--- src/rtl/generador_secuencia_pkg.sv ---
// Shared types, width helper and legal parameter limits for generador_secuencia.
// Macro GENERADOR_SECUENCIA_PARIDAD_EN adds the PARIDAD state.
package generador_secuencia_pkg;

    localparam int ANCHO_MIN = 2;
    localparam int ANCHO_MAX = 32;
    localparam int DIV_MIN   = 1;
    localparam int DIV_MAX   = 16;

`ifdef GENERADOR_SECUENCIA_PARIDAD_EN
    typedef enum logic [1:0] {
        REPOSO  = 2'd0,
        ENVIO   = 2'd1,
        PARIDAD = 2'd2
    } estado_t;
`else
    typedef enum logic [1:0] {
        REPOSO  = 2'd0,
        ENVIO   = 2'd1
    } estado_t;
`endif

    // $clog2(n), widened to one bit so a count of 1 still gets a real register.
    function automatic int cnt_ancho(input int n);
        return (n > 1) ? $clog2(n) : 1;
    endfunction

endpackage

--- src/rtl/generador_secuencia_habilitador_bit.sv ---
// Bit-period tick counter: free-running 0..DIV-1, restartable, one-cycle tick at DIV-1.
// Replaces a divided clock with a synchronous enable.
module habilitador_bit
    import generador_secuencia_pkg::*;
#(
    parameter int DIV = 2
) (
    input  logic clk,
    input  logic reset,
    input  logic reiniciar,
    output logic tick
);

    localparam int W = cnt_ancho(DIV);

    logic [W-1:0] cuenta_q, cuenta_d;

    always_comb begin
        cuenta_d = cuenta_q + W'(1);
        if (reiniciar || cuenta_q == W'(DIV - 1))
            cuenta_d = '0;
    end

    always_ff @(posedge clk) begin
        if (reset) cuenta_q <= '0;
        else       cuenta_q <= cuenta_d;
    end

    assign tick = (cuenta_q == W'(DIV - 1));

endmodule

--- src/rtl/generador_secuencia.sv ---
// Serial pattern source: parallel word in by valid/ready, shifted out MSB-first, DIV clocks per bit.
// Macro GENERADOR_SECUENCIA_PARIDAD_EN appends an even-parity bit to each frame.
module generador_secuencia
    import generador_secuencia_pkg::*;
#(
    parameter int ANCHO = 8,
    parameter int DIV   = 2
) (
    input  logic             clk,
    input  logic             reset,
    input  logic [ANCHO-1:0] palabra,
    input  logic             valido,
    output logic             listo,
    output logic             dato,
    output logic             transmitiendo,
    output logic             fin
);

    localparam int BIT_W = cnt_ancho(ANCHO);

    if (ANCHO < ANCHO_MIN || ANCHO > ANCHO_MAX || DIV < DIV_MIN || DIV > DIV_MAX) begin : g_rango
        $error("generador_secuencia: ANCHO or DIV out of range");
    end

    estado_t            estado_q, estado_d;
    logic [ANCHO-1:0]   shift_q, shift_d;
    logic [BIT_W-1:0]   bit_q, bit_d;
    logic               dato_q, dato_d;
    logic               arranque_q;
    logic               tick;
    logic               aceptar;
    logic               ultimo_bit;
`ifdef GENERADOR_SECUENCIA_PARIDAD_EN
    logic               par_q, par_d;
`endif

    habilitador_bit #(.DIV(DIV)) u_habilitador (
        .clk       (clk),
        .reset     (reset),
        .reiniciar (aceptar),
        .tick      (tick)
    );

    assign ultimo_bit = (bit_q == BIT_W'(ANCHO - 1));

`ifdef GENERADOR_SECUENCIA_PARIDAD_EN
    assign fin = (estado_q == PARIDAD) && tick;
`else
    assign fin = (estado_q == ENVIO) && tick && ultimo_bit;
`endif

    // arranque_q holds listo low for the whole reset and the cycle it is released in.
    assign listo         = arranque_q && ((estado_q == REPOSO) || fin);
    assign aceptar       = valido && listo;
    assign transmitiendo = (estado_q != REPOSO);
    assign dato          = dato_q;

    always_comb begin
        estado_d = estado_q;
        shift_d  = shift_q;
        bit_d    = bit_q;
        dato_d   = dato_q;
`ifdef GENERADOR_SECUENCIA_PARIDAD_EN
        par_d    = par_q;
`endif
        case (estado_q)
            ENVIO: begin
                if (tick) begin
                    if (ultimo_bit) begin
`ifdef GENERADOR_SECUENCIA_PARIDAD_EN
                        estado_d = PARIDAD;
                        dato_d   = par_q;
`else
                        estado_d = REPOSO;
                        dato_d   = 1'b0;
`endif
                    end else begin
                        bit_d   = bit_q + BIT_W'(1);
                        shift_d = shift_q << 1;
                        dato_d  = shift_q[ANCHO-2];
                    end
                end
            end
`ifdef GENERADOR_SECUENCIA_PARIDAD_EN
            PARIDAD: begin
                if (tick) begin
                    estado_d = REPOSO;
                    dato_d   = 1'b0;
                end
            end
`endif
            default: begin
                estado_d = REPOSO;
                dato_d   = 1'b0;
            end
        endcase

        // An accept in the final cycle overrides the return to REPOSO, so frames abut.
        if (aceptar) begin
            estado_d = ENVIO;
            shift_d  = palabra;
            bit_d    = '0;
            dato_d   = palabra[ANCHO-1];
`ifdef GENERADOR_SECUENCIA_PARIDAD_EN
            par_d    = ^palabra;
`endif
        end
    end

    always_ff @(posedge clk) begin
        if (reset) begin
            estado_q   <= REPOSO;
            shift_q    <= '0;
            bit_q      <= '0;
            dato_q     <= 1'b0;
            arranque_q <= 1'b0;
`ifdef GENERADOR_SECUENCIA_PARIDAD_EN
            par_q      <= 1'b0;
`endif
        end else begin
            estado_q   <= estado_d;
            shift_q    <= shift_d;
            bit_q      <= bit_d;
            dato_q     <= dato_d;
            arranque_q <= 1'b1;
`ifdef GENERADOR_SECUENCIA_PARIDAD_EN
            par_q      <= par_d;
`endif
        end
    end

endmodule

--- config.mk ---
export PLATFORM = sky130hd
export DESIGN_NAME = generador_secuencia
export DESIGN_NICKNAME = d
export VERILOG_FILES = /design/src/rtl/generador_secuencia_pkg.sv /design/src/rtl/generador_secuencia_habilitador_bit.sv /design/src/rtl/generador_secuencia.sv
export SDC_FILE = /design/constraint.sdc
export NUM_CORES = 1
export LEC_CHECK = 0
export BUFFER_PORTS_ARGS = -buffer_cell sky130_fd_sc_hd__buf_2
export CORE_AREA = 2 2 39 41
export DETAILED_ROUTE_END_ITERATION = 8
export DIE_AREA = 0 0 41 43
export PLACE_DENSITY = 0.71
export SETUP_SLACK_MARGIN = 0.3
export SYNTH_ARGS = -nofsm -noshare
export SYNTH_HDL_FRONTEND = slang
export SYNTH_SLANG_ARGS = --single-unit
--- constraint.sdc ---
create_clock -name clk -period 2.6 [get_ports clk]
set_input_delay 0.65 -clock clk [delete_from_list [all_inputs] [get_ports clk]]
set_output_delay 0.65 -clock clk [all_outputs]
set_load 0.005 [all_outputs]
# == Yosys cells after proc, flatten, opt, wreduce, memory -nomap -nowiden ==
# Index checks and enable logic that the tools add are counted.
# word_totals
regBits,14
mem_bits_ro,0
latch_bits,0
input_bits,11
memories,0
ramBits,0
# op_classes
n_mux,13
n_addsub,2
n_eq_ne,4
div_mod_pow,0
order_cmp,0
n_bitwise,1
mul,0
n_reduce_logical,14
shift,0
# op_table
op,n
7-bit two-way mux,4
1-bit two-way mux,9
3-bit AND reduction,2
1-bit logical AND,4
2-bit nonzero test,2
2-bit OR reduction,2
3-bit by 1-bit adder with 3-bit output (second input constant),1
3-bit == test (second input constant),1
3-bit by 1-bit inequality test with 1-bit output (second input constant),1
3-bit by 2-bit inequality test with 1-bit output (second input constant),1
2-bit zero test,1
1-bit logical OR,2
2-bit by 1-bit inequality test with 1-bit output (second input constant),1
2-bit AND reduction,1
1-bit adder (second input constant),1
1-bit inverter,1

# == Depth between registers and ports, before layout ==
# Gate-level depths: netlist of run 1.
# logic_depth
word_depth,7
ltp_mapped,6
ltp_nobuf,5

# == By module ==
# From an unflattened synthesis of run 1, not the netlist that was laid out.
# hier_totals
hier_cells,69
hier_area_um2,640.6
# by_module_without_submodules
module,seq_area_each_um2,area_each_um2,cells_each,n_inst
generador_secuencia,260.2,610.6,67,1
habilitador_bit,20.0,30.0,2,1

# == Least setup slack after synthesis of run 1 ==
# Ideal clock, no wire load.
# synth_path
path_kind,register to output
from,register bit_q[0]
to,output listo
path_stages_with_launch,5
arrival_ns,1.110
slack_ns,0.840
n_path_buf,0
path_cell_list,dfxtp_1 > ha_1 > ha_1 > a21bo_2 > and2_1
# synth_via
elab_chain_cells,4
# synth_rtl
item,line,source
"start, declared",generador_secuencia.sv:27,"logic [BIT_W-1:0] bit_q, bit_d;"
"start signal, assigned",generador_secuencia.sv:123,bit_q <= bit_d;
3-bit == test,generador_secuencia.sv:44,assign ultimo_bit = (bit_q == BIT_W'(ANCHO - 1));
1-bit logical AND,generador_secuencia.sv:49,assign fin = (estado_q == ENVIO) && tick && ultimo_bit;
1-bit logical OR,generador_secuencia.sv:53,assign listo = arranque_q && ((estado_q == REPOSO) || fin);
1-bit logical AND,generador_secuencia.sv:53,
"end, declared",generador_secuencia.sv:13,"output logic listo,"
# No other way between the ends.

# == Worst setup path after layout of run 1 ==
# Same ends and word-level chain as after synthesis.

==> flow_metrics.tcl, run 1 <==
set metrics [dict create \
    outcome "completed" \
    p_per_area_nw_per_um2 555 \
    worstSetupStartpoint "bit_q[0]" \
    post_cts_resized 0 \
    finalCriticalPeriod_ps 2200 \
    detailed_place_hpwl_um 815 \
    antenna_found_initial 0 \
    rr_worst_depth 5 \
    fmax_ghz 0.455 \
    syn_area_um2 638 \
    hp-class "flop to flop" \
    synthesis.nets 77 \
    grt_pass1_vias 442 \
    cp_num_buf_inv 1 \
    clock_skew_ps 1.06 \
    slew_violations 0 \
    ys_types 23 \
    antenna_cells 0 \
    min_to "shift_q[0]" \
    worst_ep_required_time_ps 1950 \
    cts_buffer_depth 2 \
    r2r_slack_ps 820 \
    grt_use_total 0.149 \
    port_buffers 14 \
    finalHoldViolations 0 \
    ys_seq_elements 14 \
    critPathSlowestCell "dfxtp_1" \
    dpl_worst_slack_ps 691 \
    core_um2 1380 \
    vias_per_cell 5.34 \
    cts_buffers 3 \
    fillers 145 \
    rows 14 \
    dr.pass1.iters 4 \
    start_util 0.461 \
    drcViolationCount 0 \
    ant_nets 0 \
    cp_common_cell "ha_1" \
    layout_common_cells "dfxtp_1, buf_2, mux2i_1, a21oi_1, o31ai_1" \
    clkLatencyLatePin_ps 270 \
    cp_top_family "adder cells" \
    rsz0062_at_grt "false" \
    setup_tns_ps 0 \
    ys_seq_area_frac 0.439 \
    layout-drive-gt1-share 0.244 \
    grt_pass1_wl_mm 1.71 \
    grt_max_degree 11 \
    htree_levels 1 \
    multi_input_area_um2 328 \
    postCtsSetupRepairBufs 0 \
    end_kind "primary output" \
    wl_mm 1.08 \
    die_area_um2 1760 \
    slowest_delay_ps 330 \
    arrival_ps 1550 \
    vdd_drop_max_uv 277 \
    crit_fanout 5 \
    leakage_nw 0.365 \
    nNetsFinal 93 \
    ios 15 \
    dr.first_iter.drc_count 5 \
    fin_crit_sh 0.846 \
    hp-start "shift_q[0]" \
    gr-total-overflow 0 \
    crit_chain "ha_1 -> ha_1 -> a21bo_2 -> and2_1 -> buf_2" \
    ctsRootBufferMaster "clkbuf_4" \
    ctsHoldBuffers 0 \
    gp_congestion 0.648 \
    worst_slack_ps 402 \
    synth_warnings 0 \
    cts_tree "yes" \
    avgRoutedWirePerCell_um 11.4 \
    numClockSinks 14 \
    fp.dieH_um 43 \
    syn_inst 64 \
    hold_depth 2 \
    register_area_um2 280 \
    reg2reg_from "bit_q[0]" \
    setup_viol 0 \
    cap_violations 0 \
    tightest_slew_ps 599 \
    vias 502 \
    clkTransAtPathRegs_ps 80 \
    syn2layout_area_growth_pct 14.1 \
    slew_headroom 0.599 \
    path_class "flop to primary output" \
    r2r_end "bit_q[0]" \
    avgSynthCellArea_um2 9.97 \
    worst_setup_path_start_kind "flop" \
    die_w_um 41 \
]
-- worst max-delay path by stage --
stage,depth (start not counted),end,slack [ps]
after floorplan,4,listo,840
after global placement,5,listo,710
after detailed placement,5,listo,690
after CTS,5,listo,380
after global routing,5,listo,330
final,5,listo,400
-- worst reg2reg max path: cells and delay by family (launching register included) --
kind	cells	cell delay, ps
adders and majority gates	2	430
DFF	1	330
xor gates and xnor gates	1	290
and+or+nand+nor	2	670
-- sequential cells by signal, indices dropped and copies added, names as in the netlist --
name / cells
arranque_q: 1
bit_q: 3
dato: 1
estado_q: 1
shift_q: 7
u_habilitador.tick: 1
-- routing by layer --
metal | wire, um | track usage | vias up
met5 | 0 | 0 | -
met4 | 38 | 0.140 | 0
met3 | 47 | 0.0314 | 4
met2 | 478 | 0.222 | 12
met1 | 512 | 0.164 | 222
li1 | - | - | 264
-- cells in the mapped netlist --
master / n / area, um^2
a21oi_1: 8 / 40.0
nand3b_1: 1 / 7.51
clkbuf_1: 1 / 3.75
a21boi_4: 1 / 18.8
inv_1: 2 / 7.51
nor3_1: 4 / 20.0
a21bo_2: 1 / 10.0
buf_6: 1 / 11.3
a221oi_1: 1 / 8.76
and2b_1: 1 / 7.51
nand3_1: 2 / 10.0
o21ai_0: 1 / 5.00
o211ai_1: 1 / 7.51
o31ai_1: 6 / 45.0
and2_1: 2 / 12.5
and3_1: 1 / 6.26
nand2_1: 2 / 7.51
buf_4: 1 / 7.51
mux2i_1: 8 / 80.1
xor2_1: 1 / 8.76
dfxtp_1: 14 / 280
nor2_1: 2 / 7.51
ha_1: 2 / 25.0
-- power breakdown --
part / switching [mW] / internal (mW)
logic: 0.0251 / 0.0248
registers: 0.00907 / 0.227
clock network: 0.0650 / 0.0536
total: 0.0991 / 0.305
-- per-stage QoR --
step                      power, mW  instances  hold slack (ps)   util  area, um^2
final                         0.404         94              513  0.526         728
after global routing          0.425         94              533  0.526         728
after CTS                     0.409         94              518  0.526         728
after detailed placement      0.292         91              502  0.510         706
after global placement        0.291         91              485  0.510         706
after floorplan               0.277         64              468      -         638
-- cell families (layout without fill, tap and decap cells) --
family	after synthesis	in the layout	share of synthesized area
xor gates and xnor gates	1	1	0.0137
DFF	14	14	0.439
and+or+nand+nor	15	15	0.124
muxes	8	8	0.125
adders and majority gates	2	2	0.0392
AOI/OAI and AO/OA	19	19	0.212
buffers and inverters	5	19	0.0471
-- cell type report --
type                    count  share of cell area
repair buffers             14              0.0962
clock buffers               3              0.0309
multi-input cells          45               0.450
well taps                  16              0.0275
inverters                   2              0.0103
flip-flops and latches     14               0.385
No activity file was read; power rests on OpenSTA's default activity.
==> run 2: changes to the inputs <==
--- a/config.mk
+++ b/config.mk
@@ -6,10 +6,9 @@
 export NUM_CORES = 1
 export LEC_CHECK = 0
 export BUFFER_PORTS_ARGS = -buffer_cell sky130_fd_sc_hd__buf_2
-export CORE_AREA = 2 2 39 41
+export CORE_UTILIZATION = 49
 export DETAILED_ROUTE_END_ITERATION = 8
-export DIE_AREA = 0 0 41 43
-export PLACE_DENSITY = 0.71
+export PLACE_DENSITY = 0.73
 export SETUP_SLACK_MARGIN = 0.3
 export SYNTH_ARGS = -nofsm -noshare
 export SYNTH_HDL_FRONTEND = slang
==> constraint.sdc (replaced) <==
create_clock -name clk -period 2.07 [get_ports clk]
set_input_delay 0.5175 -clock clk [delete_from_list [all_inputs] [get_ports clk]]
set_output_delay 0.5175 -clock clk [all_outputs]
set_load 0.005 [all_outputs]
==> flow_metrics.tcl, run 2 (synthesis results as in run 1) <==
set metrics [dict create \
    outcome "completed" \
    cp.depth 5 \
    arrival_ps 1380 \
    grt_max_degree 10 \
    die_area_um2 1450 \
    largest_reg_flops 7 \
    clock_skew_ps 3.26 \
    die_w_um 38.1 \
    setup_tns_ps 0 \
    vdd_drop_max_uv 550 \
    vias 548 \
    setup_viol 0 \
    slew_violations 0 \
    r2r_end "bit_q[2]" \
    clkLatencyLatePin_ps 280 \
    cts_buffers 3 \
    power.internal_uw 432 \
    cp_top_family "flip-flops" \
    cap_violations 0 \
    m1WireLength_um 596 \
    fp.dieH_um 38.1 \
    pwr-share-comb 0.134 \
    hp-start "reset" \
    fmax_ghz 0.528 \
    postLayoutCoreUtil 0.715 \
    finalCriticalPeriod_ps 1890 \
    finalHoldViolations 0 \
    crit_chain "ha_4 -> ha_4 -> a21bo_4 -> and2_4 -> buf_6" \
    worst_setup_path_start_kind "flop" \
    wl_met2_um 677 \
    grt_pass1_wl_mm 2.16 \
    grt_pass1_vias 476 \
    design_area_um2 827 \
    avgRoutedWirePerCell_um 13.8 \
    dr.first_iter.drc_count 7 \
    ctsHoldBuffers 0 \
    slowest_delay_ps 340 \
    drcViolationCount 0 \
    critPathSlowestCell "dfxtp_2" \
    multi_input_area_um2 362 \
    layout_common_cells "buf_2, dfxtp_1, mux2i_1, a21oi_1" \
    antenna_cells 0 \
    tightest_slew_ps 328 \
    vias_per_cell 5.54 \
    p_seq_frac 0.524 \
    end_kind "primary output" \
    reg2reg_from "bit_q[0]" \
    placed_cell_area_um2 711 \
    cts_tree "yes" \
    path_class "flop to primary output" \
    rr_worst_depth 7 \
    antenna_found_initial 0 \
    gp_congestion 0.737 \
    p_per_area_nw_per_um2 688 \
    top_layer "met4" \
    top_register "shift_q" \
    numClockSinks 14 \
    grt_use_total 0.230 \
    r2r_slack_ps 460 \
    mostFrequentLayoutCell "buf_2" \
    leakage_nw 0.401 \
    cp_num_buf_inv 1 \
    detailed_place_hpwl_um 874 \
    hp-class "primary input to flop" \
    slew_headroom 0.781 \
    register_area_um2 283 \
    port_buffers 14 \
    syn2layout_area_growth_pct 29.6 \
    p_sw_uw 137 \
    cp_common_cell "ha_4" \
    ios 15 \
    htree_levels 1 \
    rows 12 \
    min_to "estado_q[0]" \
    crit_fanout 2 \
    gr-total-overflow 0 \
    clkTransAtPathRegs_ps 80 \
    hold_depth 2 \
    worst_slack_ps 176 \
    nNetsFinal 99 \
    start_util 0.552 \
    cts_buffer_depth 2 \
    ant_nets 0 \
    largest_registers "shift_q (7), bit_q (3)" \
    dr.pass1.iters 4 \
    wl_met3_um 78 \
    layout-drive-gt1-share 0.365 \
    p_sw_frac 0.241 \
    clock_power_share 0.342 \
    fillers 94 \
    fin_crit_sh 0.915 \
    dpl_worst_slack_ps 292 \
    rsz0062_at_grt "true" \
    worst_ep_required_time_ps 1550 \
    core_um2 1160 \
    wl_mm 1.36 \
    ctsRootBufferMaster "clkbuf_4" \
    total_power_uw 569 \
]
==> run 2: through the flow <==
step	instances	hold slack, ps
floorplan	64	468
finish	99	500
CTS	96	497
detailed placement	90	496
global placement	90	483
global route	99	509
==> run 2: how the worst max path moves through the flow <==
stage                  start  endpoint  slack [ps]
CTS                 bit_q[0]     listo         170
global placement    bit_q[0]     listo         300
finish              bit_q[0]     listo         180
floorplan           bit_q[0]     listo         440
global route        bit_q[0]     listo         130
detailed placement  bit_q[0]     listo         290
==> run 2: metal layers <==
layer,vias to the layer above,track usage
met5,-,0
met4,0,0.0804
met3,2,0.105
met2,20,0.364
met1,245,0.272
li1,281,-
==> run 2: power groups by stage <==
stage | Sequential (mW) | Combinational [mW] | Clock [mW]
3_5_place_dp | 0.303 | 0.0657 | 0
4_1_cts | 0.298 | 0.0727 | 0.200
2_1_floorplan | 0.298 | 0.0496 | 0
3_3_place_gp | 0.303 | 0.0639 | 0
5_1_grt | 0.300 | 0.0843 | 0.212
6_report | 0.298 | 0.0760 | 0.195
==> run 2: worst register-to-register path, stage by stage (launching register included) <==
cell	delay, ps
dfxtp_2	340
ha_4	160
ha_4	150
buf_4	140
nand3b_1	210
buf_4	220
mux2i_1	130
nor3_1	170
==> run 2: timing repair <==
action                                 in CTS  in global routing
pin swaps                                   3                  2
endpoints found under the hold margin       0                  0
buffers inserted                            2                  3
setup endpoints to repair                   2                  5
resized for setup                           9                  0
==> run 2: final cells by class <==
type / count / share of cell area
clock buffer: 4 / 0.0439
timing repair buffer: 20 / 0.147
tap: 14 / 0.0212
multi-input combinational: 45 / 0.437
sequential: 14 / 0.342
inverter: 2 / 0.00908
